==> src/rtl/uart_rx_os.sv <==
// 16x-oversampled UART receiver (8N1, or 8E1 when UART_RX_PARITY_EN is defined)
// feeding a show-ahead receive FIFO with sticky overrun/framing/parity flags.
module uart_rx_os #(
    parameter int DEPTH = 8
) (
    input  logic                     clk,
    input  logic                     Rst,
    input  logic                     b_tick,
    input  logic                     rx,
    input  logic                     rd_en,
    input  logic                     err_clr,
    output logic [7:0]               rd_data,
    output logic                     empty,
    output logic                     full,
    output logic [$clog2(DEPTH):0]   count,
    output logic                     overrun,
    output logic                     frame_err,
    output logic                     parity_err
);

    localparam int AW = $clog2(DEPTH);
    localparam int CW = AW + 1;

    typedef enum logic [2:0] {
        S_IDLE,
        S_START,
        S_DATA,
        S_STOP,
        S_BRK
`ifdef UART_RX_PARITY_EN
        , S_PAR
`endif
    } state_t;

    // ------------------------------------------------------------------
    // Input synchroniser; flops idle high so reset never looks like a start bit
    // ------------------------------------------------------------------
    logic rx_meta_q;
    logic rx_s_q;

    always_ff @(posedge clk or posedge Rst) begin
        if (Rst) begin
            rx_meta_q <= 1'b1;
            rx_s_q    <= 1'b1;
        end else begin
            rx_meta_q <= rx;
            rx_s_q    <= rx_meta_q;
        end
    end

    // ------------------------------------------------------------------
    // Receive FSM
    // ------------------------------------------------------------------
    state_t      state_q, state_d;
    logic [3:0]  tick_q, tick_d;
    logic [2:0]  bit_q, bit_d;
    logic [7:0]  shreg_q, shreg_d;
    logic        push_req;
    logic        frame_set;
`ifdef UART_RX_PARITY_EN
    logic        par_pend_q, par_pend_d;
    logic        parity_set;
`endif

    always_ff @(posedge clk or posedge Rst) begin
        if (Rst) begin
            state_q    <= S_IDLE;
            tick_q     <= 4'd0;
            bit_q      <= 3'd0;
            shreg_q    <= 8'd0;
`ifdef UART_RX_PARITY_EN
            par_pend_q <= 1'b0;
`endif
        end else begin
            state_q    <= state_d;
            tick_q     <= tick_d;
            bit_q      <= bit_d;
            shreg_q    <= shreg_d;
`ifdef UART_RX_PARITY_EN
            par_pend_q <= par_pend_d;
`endif
        end
    end

    always_comb begin
        state_d    = state_q;
        tick_d     = tick_q;
        bit_d      = bit_q;
        shreg_d    = shreg_q;
        push_req   = 1'b0;
        frame_set  = 1'b0;
`ifdef UART_RX_PARITY_EN
        par_pend_d = par_pend_q;
        parity_set = 1'b0;
`endif
        if (b_tick) begin
            case (state_q)
                S_IDLE: begin
                    if (!rx_s_q) begin
                        state_d = S_START;
                        tick_d  = 4'd0;
                    end
                end
                S_START: begin
                    // Mid-start-bit recheck rejects glitches shorter than half a bit
                    if (tick_q == 4'd7) begin
                        tick_d = 4'd0;
                        if (!rx_s_q) begin
                            state_d = S_DATA;
                            bit_d   = 3'd0;
`ifdef UART_RX_PARITY_EN
                            par_pend_d = 1'b0;
`endif
                        end else begin
                            state_d = S_IDLE;
                        end
                    end else begin
                        tick_d = tick_q + 4'd1;
                    end
                end
                S_DATA: begin
                    if (tick_q == 4'd15) begin
                        shreg_d[bit_q] = rx_s_q;
                        tick_d         = 4'd0;
                        if (bit_q == 3'd7) begin
`ifdef UART_RX_PARITY_EN
                            state_d = S_PAR;
`else
                            state_d = S_STOP;
`endif
                        end else begin
                            bit_d = bit_q + 3'd1;
                        end
                    end else begin
                        tick_d = tick_q + 4'd1;
                    end
                end
`ifdef UART_RX_PARITY_EN
                S_PAR: begin
                    if (tick_q == 4'd15) begin
                        tick_d  = 4'd0;
                        state_d = S_STOP;
                        if (rx_s_q != ^shreg_q) begin
                            par_pend_d = 1'b1;
                        end
                    end else begin
                        tick_d = tick_q + 4'd1;
                    end
                end
`endif
                S_STOP: begin
                    if (tick_q == 4'd15) begin
                        tick_d = 4'd0;
                        if (rx_s_q) begin
                            state_d = S_IDLE;
`ifdef UART_RX_PARITY_EN
                            if (par_pend_q) begin
                                parity_set = 1'b1;
                            end else begin
                                push_req = 1'b1;
                            end
`else
                            push_req = 1'b1;
`endif
                        end else begin
                            frame_set = 1'b1;
                            state_d   = S_BRK;
                        end
                    end else begin
                        tick_d = tick_q + 4'd1;
                    end
                end
                S_BRK: begin
                    // A held-low line must return high before a new start is accepted
                    if (rx_s_q) begin
                        state_d = S_IDLE;
                    end
                end
                default: begin
                    state_d = S_IDLE;
                    tick_d  = 4'd0;
                end
            endcase
        end
    end

    // ------------------------------------------------------------------
    // Show-ahead receive FIFO
    // ------------------------------------------------------------------
    logic [7:0]    mem_q [DEPTH];
    logic [AW-1:0] wr_ptr_q, wr_ptr_d;
    logic [AW-1:0] rd_ptr_q, rd_ptr_d;
    logic [CW-1:0] count_q, count_d;
    logic          empty_q, full_q;
    logic [7:0]    rd_data_q, rd_data_d;
    logic          do_push, do_pop, overrun_set;

    always_comb begin
        do_pop      = rd_en && !empty_q;
        // At full, a same-cycle pop frees the slot the push lands in
        do_push     = push_req && (!full_q || rd_en);
        overrun_set = push_req && full_q && !rd_en;
        wr_ptr_d    = wr_ptr_q + AW'(do_push);
        rd_ptr_d    = rd_ptr_q + AW'(do_pop);
        count_d     = count_q + CW'(do_push) - CW'(do_pop);
        rd_data_d   = rd_data_q;
        if (do_push && (count_q == CW'(do_pop))) begin
            rd_data_d = shreg_q;
        end else if (do_pop) begin
            rd_data_d = mem_q[rd_ptr_d];
        end
    end

    always_ff @(posedge clk) begin
        if (do_push) begin
            mem_q[wr_ptr_q] <= shreg_q;
        end
    end

    always_ff @(posedge clk or posedge Rst) begin
        if (Rst) begin
            wr_ptr_q  <= '0;
            rd_ptr_q  <= '0;
            count_q   <= '0;
            empty_q   <= 1'b1;
            full_q    <= 1'b0;
            rd_data_q <= 8'd0;
        end else begin
            wr_ptr_q  <= wr_ptr_d;
            rd_ptr_q  <= rd_ptr_d;
            count_q   <= count_d;
            empty_q   <= (count_d == '0);
            full_q    <= (count_d == CW'(DEPTH));
            rd_data_q <= rd_data_d;
        end
    end

    // ------------------------------------------------------------------
    // Sticky error flags; a set event beats a same-cycle clear
    // ------------------------------------------------------------------
    logic overrun_q, frame_err_q;

    always_ff @(posedge clk or posedge Rst) begin
        if (Rst) begin
            overrun_q   <= 1'b0;
            frame_err_q <= 1'b0;
        end else begin
            overrun_q   <= (overrun_q && !err_clr) || overrun_set;
            frame_err_q <= (frame_err_q && !err_clr) || frame_set;
        end
    end

`ifdef UART_RX_PARITY_EN
    logic parity_err_q;

    always_ff @(posedge clk or posedge Rst) begin
        if (Rst) begin
            parity_err_q <= 1'b0;
        end else begin
            parity_err_q <= (parity_err_q && !err_clr) || parity_set;
        end
    end

    assign parity_err = parity_err_q;
`else
    assign parity_err = 1'b0;
`endif

    assign rd_data   = rd_data_q;
    assign empty     = empty_q;
    assign full      = full_q;
    assign count     = count_q;
    assign overrun   = overrun_q;
    assign frame_err = frame_err_q;

endmodule

==> config.mk <==
export PLATFORM = sky130hd
export DESIGN_NAME = uart_rx_os
export DESIGN_NICKNAME = d
export VERILOG_FILES = /design/src/rtl/uart_rx_os.sv
export SDC_FILE = /design/constraint.sdc
export NUM_CORES = 1
export LEC_CHECK = 0
export CORE_AREA = 2 2 92 94
export CTS_BUF_LIST = sky130_fd_sc_hd__clkbuf_2 sky130_fd_sc_hd__clkbuf_4 sky130_fd_sc_hd__clkbuf_8
export DETAILED_ROUTE_END_ITERATION = 10
export DIE_AREA = 0 0 94 96
export PLACE_DENSITY = 0.78
export SLEW_MARGIN = 15
export SYNTH_ARGS = -nofsm -noshare
export SYNTH_HDL_FRONTEND = slang
export SYNTH_SLANG_ARGS = --single-unit
==> constraint.sdc <==
create_clock -name clk -period 3.8 [get_ports clk]
set_input_delay 0.76 -clock clk [delete_from_list [all_inputs] [get_ports clk]]
set_output_delay 0.76 -clock clk [all_outputs]
set_load 0.01 [all_outputs]
==> results of run 1 <==
[placed cells by master (no fill, tap or decap), types with 3 or more instances in the layout]
master                            netlist  layout
sky130_fd_sc_hd__mux2_4                 8       8
sky130_fd_sc_hd__nand2_1                8       8
sky130_fd_sc_hd__nor2b_1                5       5
sky130_fd_sc_hd__inv_1                 16      15
sky130_fd_sc_hd__clkbuf_8               0      10
sky130_fd_sc_hd__mux2_2                 9       9
sky130_fd_sc_hd__a21oi_1               10      10
sky130_fd_sc_hd__mux4_2                 4       4
sky130_fd_sc_hd__nand2b_1               3       3
sky130_fd_sc_hd__mux2i_1               35      35
sky130_fd_sc_hd__buf_4                  5      14
sky130_fd_sc_hd__dfstp_2                3       3
sky130_fd_sc_hd__dfrtp_1               39      39
sky130_fd_sc_hd__xor2_1                 3       3
sky130_fd_sc_hd__edfxtp_1              64      64
sky130_fd_sc_hd__nand3_1                5       5
sky130_fd_sc_hd__ha_1                  12      12
sky130_fd_sc_hd__mux4_1                 4       4
sky130_fd_sc_hd__nor3_1                 8       8
sky130_fd_sc_hd__nor2_1                22      22
sky130_fd_sc_hd__clkdlybuf4s50_1        0      21
[report_power, final]
part,internal [mW],switching (mW),leakage [nW]
Clock,0.333,0.369,0.0999
Sequential,1.36,0.146,1.10
Combinational,0.616,0.538,0.902
Total,2.31,1.05,2.11
[routing by layer]
layer	global-route usage, %	share of wire [%]	routed length [um]	up-vias
met5	0	0	0	-
met4	7.971	1.3	109	0
met3	3.289	2.2	178	11
met2	33.39	51	4153	26
met1	26.95	45	3641	1284
li1	-	-	-	1205
[final cells by class]
type | count | share of cell area [%]
inverters | 16 | 1.141
multi-input cells | 172 | 29.94
repair buffers | 35 | 5.989
well taps | 105 | 2.495
clock inverters | 5 | 1.141
clock buffers | 11 | 2.757
flip-flops and latches | 106 | 56.54
[worst max-delay path, stage by stage]
cell and delay (ps):
sky130_fd_sc_hd__clkdlybuf4s50_1 510, sky130_fd_sc_hd__nand4b_2 180, sky130_fd_sc_hd__nor4b_4 350, sky130_fd_sc_hd__inv_1 80
sky130_fd_sc_hd__ha_1 280, sky130_fd_sc_hd__inv_1 60, sky130_fd_sc_hd__ha_1 150, sky130_fd_sc_hd__inv_1 50
sky130_fd_sc_hd__fa_1 470, sky130_fd_sc_hd__inv_1 50, sky130_fd_sc_hd__or3_1 380, sky130_fd_sc_hd__nor2b_1 110
[state kept, by name, indices dropped and copies added, names as in the netlist]
name	flops
mem_q	64
rd_data	8
shreg_q	8
count	4
tick_q	4
bit_q	3
rd_ptr_q	3
state_q	3
wr_ptr_q	3
empty	1
frame_err	1
full	1
overrun	1
rx_meta_q	1
rx_s_q	1
[through the flow]
stage	utilization [%]	setup slack, ps	hold WS (ps)	std cells
3_3_place_gp	62.84	348.8	347.4	434
5_1_grt	65.39	458.7	372.7	450
6_report	65.39	674.7	365.3	450
4_1_cts	65.39	670.9	367.9	450
2_1_floorplan	-	806.9	345.2	309
3_5_place_dp	62.84	299.0	353.0	434
[cell families (layout without fill, tap and decap cells)]
group / Yosys count / after routing / synth area share, %
adders and majority gates: 13 / 13 / 3.612
other: 1 / 1 / 0.07960
buffers and inverters: 31 / 67 / 3.347
DFF: 106 / 106 / 63.19
xor gates and xnor gates: 6 / 6 / 1.514
and+or+nand+nor: 63 / 63 / 7.517
muxes: 60 / 60 / 16.28
AOI/OAI and AO/OA: 29 / 29 / 4.463
[worst paths after layout]
kind | to | slack [ps] | cells after the start
worst max-delay path | full | 670 | 12
worst min-delay path | rx_s_q | 370 | 0
worst max register to register | full | 880 | 12
worst min register to register | rx_s_q | 370 | 0
max in group asynchronous | rx_s_q | 2310 | 3
min in group asynchronous | count[1] | 730 | 2
==> metrics.md, run 1 <==
| Metric | Value |
|---|---|
| Global-route wire length before repair | `13340 um` |
| Overall power after layout | `about 3.4 mW` |
| Number of instances resized during post-cts repair | `0` |
| Count of antenna diodes in the layout | `0` |
| Post-CTS Hold Fix Bufs | `0` |
| CTS tree | `built` |
| Multi-input gate area | `0.001577 mm2` |
| Portion of synthesized cell area occupied by the leading cell type | `40.80%` |
| I/O Buffers | `21` |
| Setup violators final | `0` |
| Post-route ant nets | `0` |
| Launch point of the critical path | `b_tick` |
| Count of state elements after synthesis | `106` |
| Outcome | `complete, no violations` |
| Detailed-router iteration count before antenna repair | `4` |
| Leading register cell type out of synthesis | `sky130_fd_sc_hd__edfxtp_1` |
| Total setup buffers inserted after CTS | `0` |
| Final critical-path required period | `3125 ps` |
| Detailed Route WL | `8083 um` |
| Aggregate global-route resource usage | `20.13%` |
| Cts bufs inserted | `9` |
| Vias after detailed routing | `2526` |
| Root buffer cell | `sky130_fd_sc_hd__clkbuf_8` |
| Starting Density | `58.51%` |
| Max capacitance violation total | `0` |
| DRC viols | `0` |
| Clock Latency Late Sink | `370 ps` |
| Category of the worst setup path launch point | `input port` |
| Floorplan die area | `0.009024 mm2` |
| Syn avg cell area | `15.25 um2` |
| Max Clk Rate | `320.0 MHz` |
| Initial antenna violation count | `0` |
| Static power due to leakage | `2.106 nW` |
| Maximum number of pins on one net before global-route repair | `34` |
| Number of global-route vias before repair | `2605` |
| Number of DRC violations after detailed-routing iteration 0 | `104` |
| Worst Tran Pin Value | `about 730 ps` |
| Number of synthesized flops with an enable pin | `64` |
| Sequential element share of the synthesized area | `63.19%` |
| Detailed-placement wirelength estimate | `5513 um` |
| Die Y-Extent | `around 96 um` |
| Critical path start-end classification | `input port to register` |
| Weighted congestion reported at the end of routability-driven placement | `0.8346` |
| Count of H-tree levels built during CTS | `3` |
| Synth top area cells | `sky130_fd_sc_hd__edfxtp_1 41%, sky130_fd_sc_hd__dfrtp_1 21%, sky130_fd_sc_hd__mux2i_1 7.4%` |
| # rows | `33` |
| Setup repair after global routing missed its margin | `no` |
| Worst slew slack as a fraction of its limit | `51.26%` |
| Register Area | `0.002977 mm2` |
| Worst Hold Launch | `rx_meta_q` |
| CP Max Fanout | `5` |
| Count of yosys warnings during synthesis | `0` |
| Synthesized instance count | `309` |
| Vias per Instance | `5.613` |
| Core outline area | `between 0.008 and 0.009 mm2` |
| Share of the cycle needed by the critical path after routing | `82.24%` |
| Worst EP arrival | `3430 ps` |
| Final Hold Violating Endpoints | `0` |
| Top cells by count, synth | `64 x sky130_fd_sc_hd__edfxtp_1, 39 x sky130_fd_sc_hd__dfrtp_1, 35 x sky130_fd_sc_hd__mux2i_1, 22 x sky130_fd_sc_hd__nor2_1, 16 x sky130_fd_sc_hd__inv_1` |
| Synth cell types | `52` |
| CTS Sinks | `about 110` |
| I/O pins | `23` |
| Clock input transition at the sequential cells of the worst setup and hold paths | `100 ps` |
| Floorplan die width | `94 um` |
| Async S/R FF share, synth | `39.62%` |
| Area of placed instances | `0.005060 mm2` |
| Number of nets in the synthesized netlist | `328` |
| Setup_tns | `0 ps` |
| Element type at the critical path end | `register` |
| Final Slew Violations | `0` |
| Share of final-layout standard cells stronger than drive strength 1 | `roughly 18%` |
| Setup clock skew after layout | `16.49 ps` |
| Min-delay worst type | `register to register` |
| Final instance area | `between 0.005 and 0.006 mm2` |
| Maximum VDD drop | `0.3966 mV` |
| Final net count | `359` |
| Maximum clock path buffer count | `2` |
| Average routed wire per standard cell | `17.96 um` |
| Critical path data required time | `slightly above 4000 ps` |
| Total power divided by cell area | `638.3 mW/mm2` |
| Library cell with the highest instance count after synthesis | `sky130_fd_sc_hd__edfxtp_1` |
| Area of the mapped netlist | `0.004711 mm2` |
| Area delta synth->final | `11.77%` |
| Startpoint of the worst register-to-register path | `tick_q[0]` |
| Cell taking the most area after synthesis | `sky130_fd_sc_hd__edfxtp_1` |
| Fill count | `a little under 600` |
| Congestion Overflow GR | `0` |
Note: power is estimated with default switching activity, not from simulation.
==> inputs of run 2 (changes only) <==
CORE_AREA = 2 2 95 97   (was 2 2 92 94)
DIE_AREA = 0 0 97 99   (was 0 0 94 96)
PLACE_DENSITY = 0.77   (was 0.78)
clock period = 2.6 ns   (was 3.8 ns; I/O delays follow)
==> run 2 against run 1 <==
  * Die area up 6.4%
  * Clock power up 45%
  * First-iteration DRC count up 13%
  * Worst setup slack worse by 640 ps
  * Sequential share of layout area down 3.4 points
  * Sequential cell count unchanged
  * Clock skew down 3.6 ps
  * Global-route usage down 0.89 points
  * Via count up 5.7%
  * Largest cell class unchanged
  * Largest power group unchanged
==> metrics.md, run 2 (synthesis gave the netlist of run 1 again) <==
| Metric | Value |
|---|---|
| Clock share of power | `19.1% (-1.8 points)` |
| Outcome | `complete, no violations` |
| CP Max Fanout | `2 (-3)` |
| Area delta synth->final | `18.96%` |
| Maximum VDD drop | `0.5267 mV (+33%)` |
| Max stage delay cell, worst path | `sky130_fd_sc_hd__fa_1` |
| Share of total power in sequential cells | `40.6% (-4.2 points)` |
| Element type at the critical path end | `register` |
| Register name with the most flops | `mem_q` |
| Startpoint of the worst register-to-register path | `state_q[2]` |
| Worst slew slack as a fraction of its limit | `61.17% (+9.9 points)` |
| CTS Sinks | `106 (unchanged)` |
| Most common cell after layout, fill and taps aside | `sky130_fd_sc_hd__edfxtp_1` |
| Weighted congestion reported at the end of routability-driven placement | `0.8321 (-0.30%)` |
| DRC viols | `0 (unchanged)` |
| Detailed Route WL | `8564 um (+6.0%)` |
| Worst EP arrival | `2860 ps (-570 ps)` |
| Number of DRC violations after detailed-routing iteration 0 | `117 (+13%)` |
| Aggregate global-route resource usage | `19.25% (-0.89 points)` |
| Number of global-route vias before repair | `2801 (+7.5%)` |
| Final Hold Violating Endpoints | `0 (unchanged)` |
| Count of antenna diodes in the layout | `0 (unchanged)` |
| Final Slew Violations | `0 (unchanged)` |
| Vias after detailed routing | `2669 (+5.7%)` |
| Floorplan die area | `0.009603 mm2 (+6.4%)` |
| Worst Tran Pin Value | `577.5 ps (-149.2 ps)` |
| Commonest cells after routing, fill and taps aside | `64 x sky130_fd_sc_hd__edfxtp_1, 39 x sky130_fd_sc_hd__dfrtp_1, 36 x sky130_fd_sc_hd__buf_4` |
| Average routed wire per standard cell | `17.80 um (-0.88%)` |
| Number of cells traversed by the worst register-to-register path | `11 (-1)` |
| Worst Hold Launch | `rx_meta_q` |
| Max capacitance violation total | `0 (unchanged)` |
| Maximum cell stage delay along the critical path | `480 ps (-30 ps)` |
| Post-route ant nets | `0 (unchanged)` |
| Setup clock skew after layout | `12.88 ps (-3.603 ps)` |
| Final critical-path required period | `2561 ps` |
| Min-delay worst type | `register to register` |
| Hold Crit Endpoint | `rx_s_q` |
| CTS tree | `built` |
| Cell depth of the worst hold path | `0 (unchanged)` |
| Core outline area | `0.008551 mm2 (+6.2%)` |
| Detailed-placement wirelength estimate | `5866 um (+6.4%)` |
| Global-route wire length before repair | `14170 um (+6.2%)` |
| Final instance area | `0.005604 mm2 (+6.4%)` |
| Root buffer cell | `sky130_fd_sc_hd__clkbuf_8` |
| Max reg flops | `64 (unchanged)` |
| Critical path start-end classification | `register to register` |
| Final net count | `387 (+7.8%)` |
| Setup violators final | `0 (unchanged)` |
| Cts bufs inserted | `9 (unchanged)` |
| Detailed-router iteration count before antenna repair | `4 (unchanged)` |
| Count of H-tree levels built during CTS | `3 (unchanged)` |
| Total power divided by cell area | `949.7 mW/mm2 (+49%)` |
| Cell-by-cell listing of the critical path | `nand4b_4, nor4b_4, inv_1, ha_4, inv_4, ha_4, inv_2, fa_1, inv_1, or3_4, nor2_1` |
| R2r setup slk | `40 ps (-840 ps)` |
| Area of placed instances | `0.005293 mm2 (+4.6%)` |
| Net switching fraction of the power | `31.25% (-0.068 points)` |
| Total net switching power | `1.663 mW (+58%)` |
| Congestion Overflow GR | `0 (unchanged)` |
| Share of the cycle needed by the critical path after routing | `98.51%` |
| Share of final-layout standard cells stronger than drive strength 1 | `26.01% (+8.0 points)` |
| Starting Density | `55.09% (-3.4 points)` |
| Category of the worst setup path launch point | `register` |
| # rows | `34 (+3.0%)` |
| Family with the most delay on the worst path | `simple AND/OR/NAND/NOR gates` |
| Max Clk Rate | `390.4 MHz` |
| Capture point of the worst reg-to-reg path | `empty` |
| Vias per Instance | `5.549 (-1.1%)` |
| I/O Buffers | `21 (unchanged)` |
| I/O pins | `23 (unchanged)` |
| Clock Latency Late Sink | `360 ps (about the same)` |
| Fin Hold WS | `360.8 ps (-4.502 ps)` |
| Fill count | `588 (+0.68%)` |
| Die Y-Extent | `99 um (+3.1%)` |
| Maximum clock path buffer count | `2 (unchanged)` |
| Maximum number of pins on one net before global-route repair | `43 (+26%)` |
| Initial antenna violation count | `0 (unchanged)` |
| Floorplan die width | `97 um (+3.2%)` |
| Post-CTS Hold Fix Bufs | `0 (unchanged)` |
| Critical path data required time | `2900 ps (-1200 ps)` |
| Setup repair after global routing missed its margin | `yes` |
| Buffers and inverters on the worst path | `4 (-1)` |
| Part of the total power dissipated in combinational logic | `40.3% (+6.0 points)` |
| Static power due to leakage | `2.270 nW (+7.8%)` |
| Internal power contribution | `3.659 mW (+59%)` |
| Clock input transition at the sequential cells of the worst setup and hold paths | `100 ps (about the same)` |
-- run 2: cell types whose count changed in the layout (fill, tap and decap cells not counted), moves of 2 or more --
cell and delta:
sky130_fd_sc_hd__inv_6 +2, sky130_fd_sc_hd__buf_4 +22, sky130_fd_sc_hd__ha_1 -3, sky130_fd_sc_hd__inv_1 -2, sky130_fd_sc_hd__dlygate4sd2_1 +2, sky130_fd_sc_hd__nor2b_2 +2
sky130_fd_sc_hd__nor2b_1 -2, sky130_fd_sc_hd__ha_4 +3, sky130_fd_sc_hd__clkdlybuf4s50_1 -2, sky130_fd_sc_hd__buf_12 +6
-- run 2: power groups by stage --
stage | clock network [mW] | registers (mW) | logic [mW]
after floorplan | 0 | 2.20 | 1.35
after global placement | 0 | 2.19 | 1.98
after detailed placement | 0 | 2.19 | 2.04
after CTS | 1.03 | 2.16 | 2.11
after global routing | 1.11 | 2.20 | 2.32
final | 1.02 | 2.16 | 2.14
-- run 2: through the flow --
| stage | util [%] | cells | setup WS (ps) | power [mW] | setup TNS (ps) |
|---|---|---|---|---|---|
| floorplan | - | 309 | -81.88 | 3.551 | -331.8 |
| global placement | 61.90 | 456 | -522.7 | 4.166 | -4725 |
| detailed placement | 61.90 | 456 | -622.8 | 4.237 | -6262 |
| CTS | 64.90 | 478 | -45.51 | 5.304 | -85.66 |
| global route | 65.54 | 481 | -85.60 | 5.624 | -167.6 |
| finish | 65.54 | 481 | 38.66 | 5.322 | 0 |
-- run 2: worst max path at each step --
stage	cells after the start	endpoint	from	slack, ps
CTS	12	empty	tick_q[1]	-50
finish	11	empty	state_q[2]	40
global placement	12	full	b_tick	-520
detailed placement	12	empty	b_tick	-620
floorplan	12	full	b_tick	-80
global route	11	empty	state_q[2]	-90
-- run 2: routing by layer --
metal	track usage, %	routed length [um]	vias to the layer above	share of wire (%)
met5	0	0	-	0
met4	7.909	120	0	1.4
met3	3.121	335	12	3.9
met2	32.53	4467	49	52
met1	25.10	3640	1342	43
li1	-	-	1266	-
-- run 2: layout make-up --
class	count	area (um2)	area share, %
inverters	16	62.56	1.116
flip-flops and latches	106	2977	53.11
multi-input cells	172	1633	29.14
well taps	108	135.1	2.411
clock buffers	9	123.9	2.210
repair buffers	63	598.1	10.67
clock inverters	7	75.07	1.340
-- run 2: repair_timing --
item                       4_1_cts  5_1_grt
setup buffers                    6        3
setup endpoints to repair        7        2
pin swaps                        3        1
resized for setup                5        6
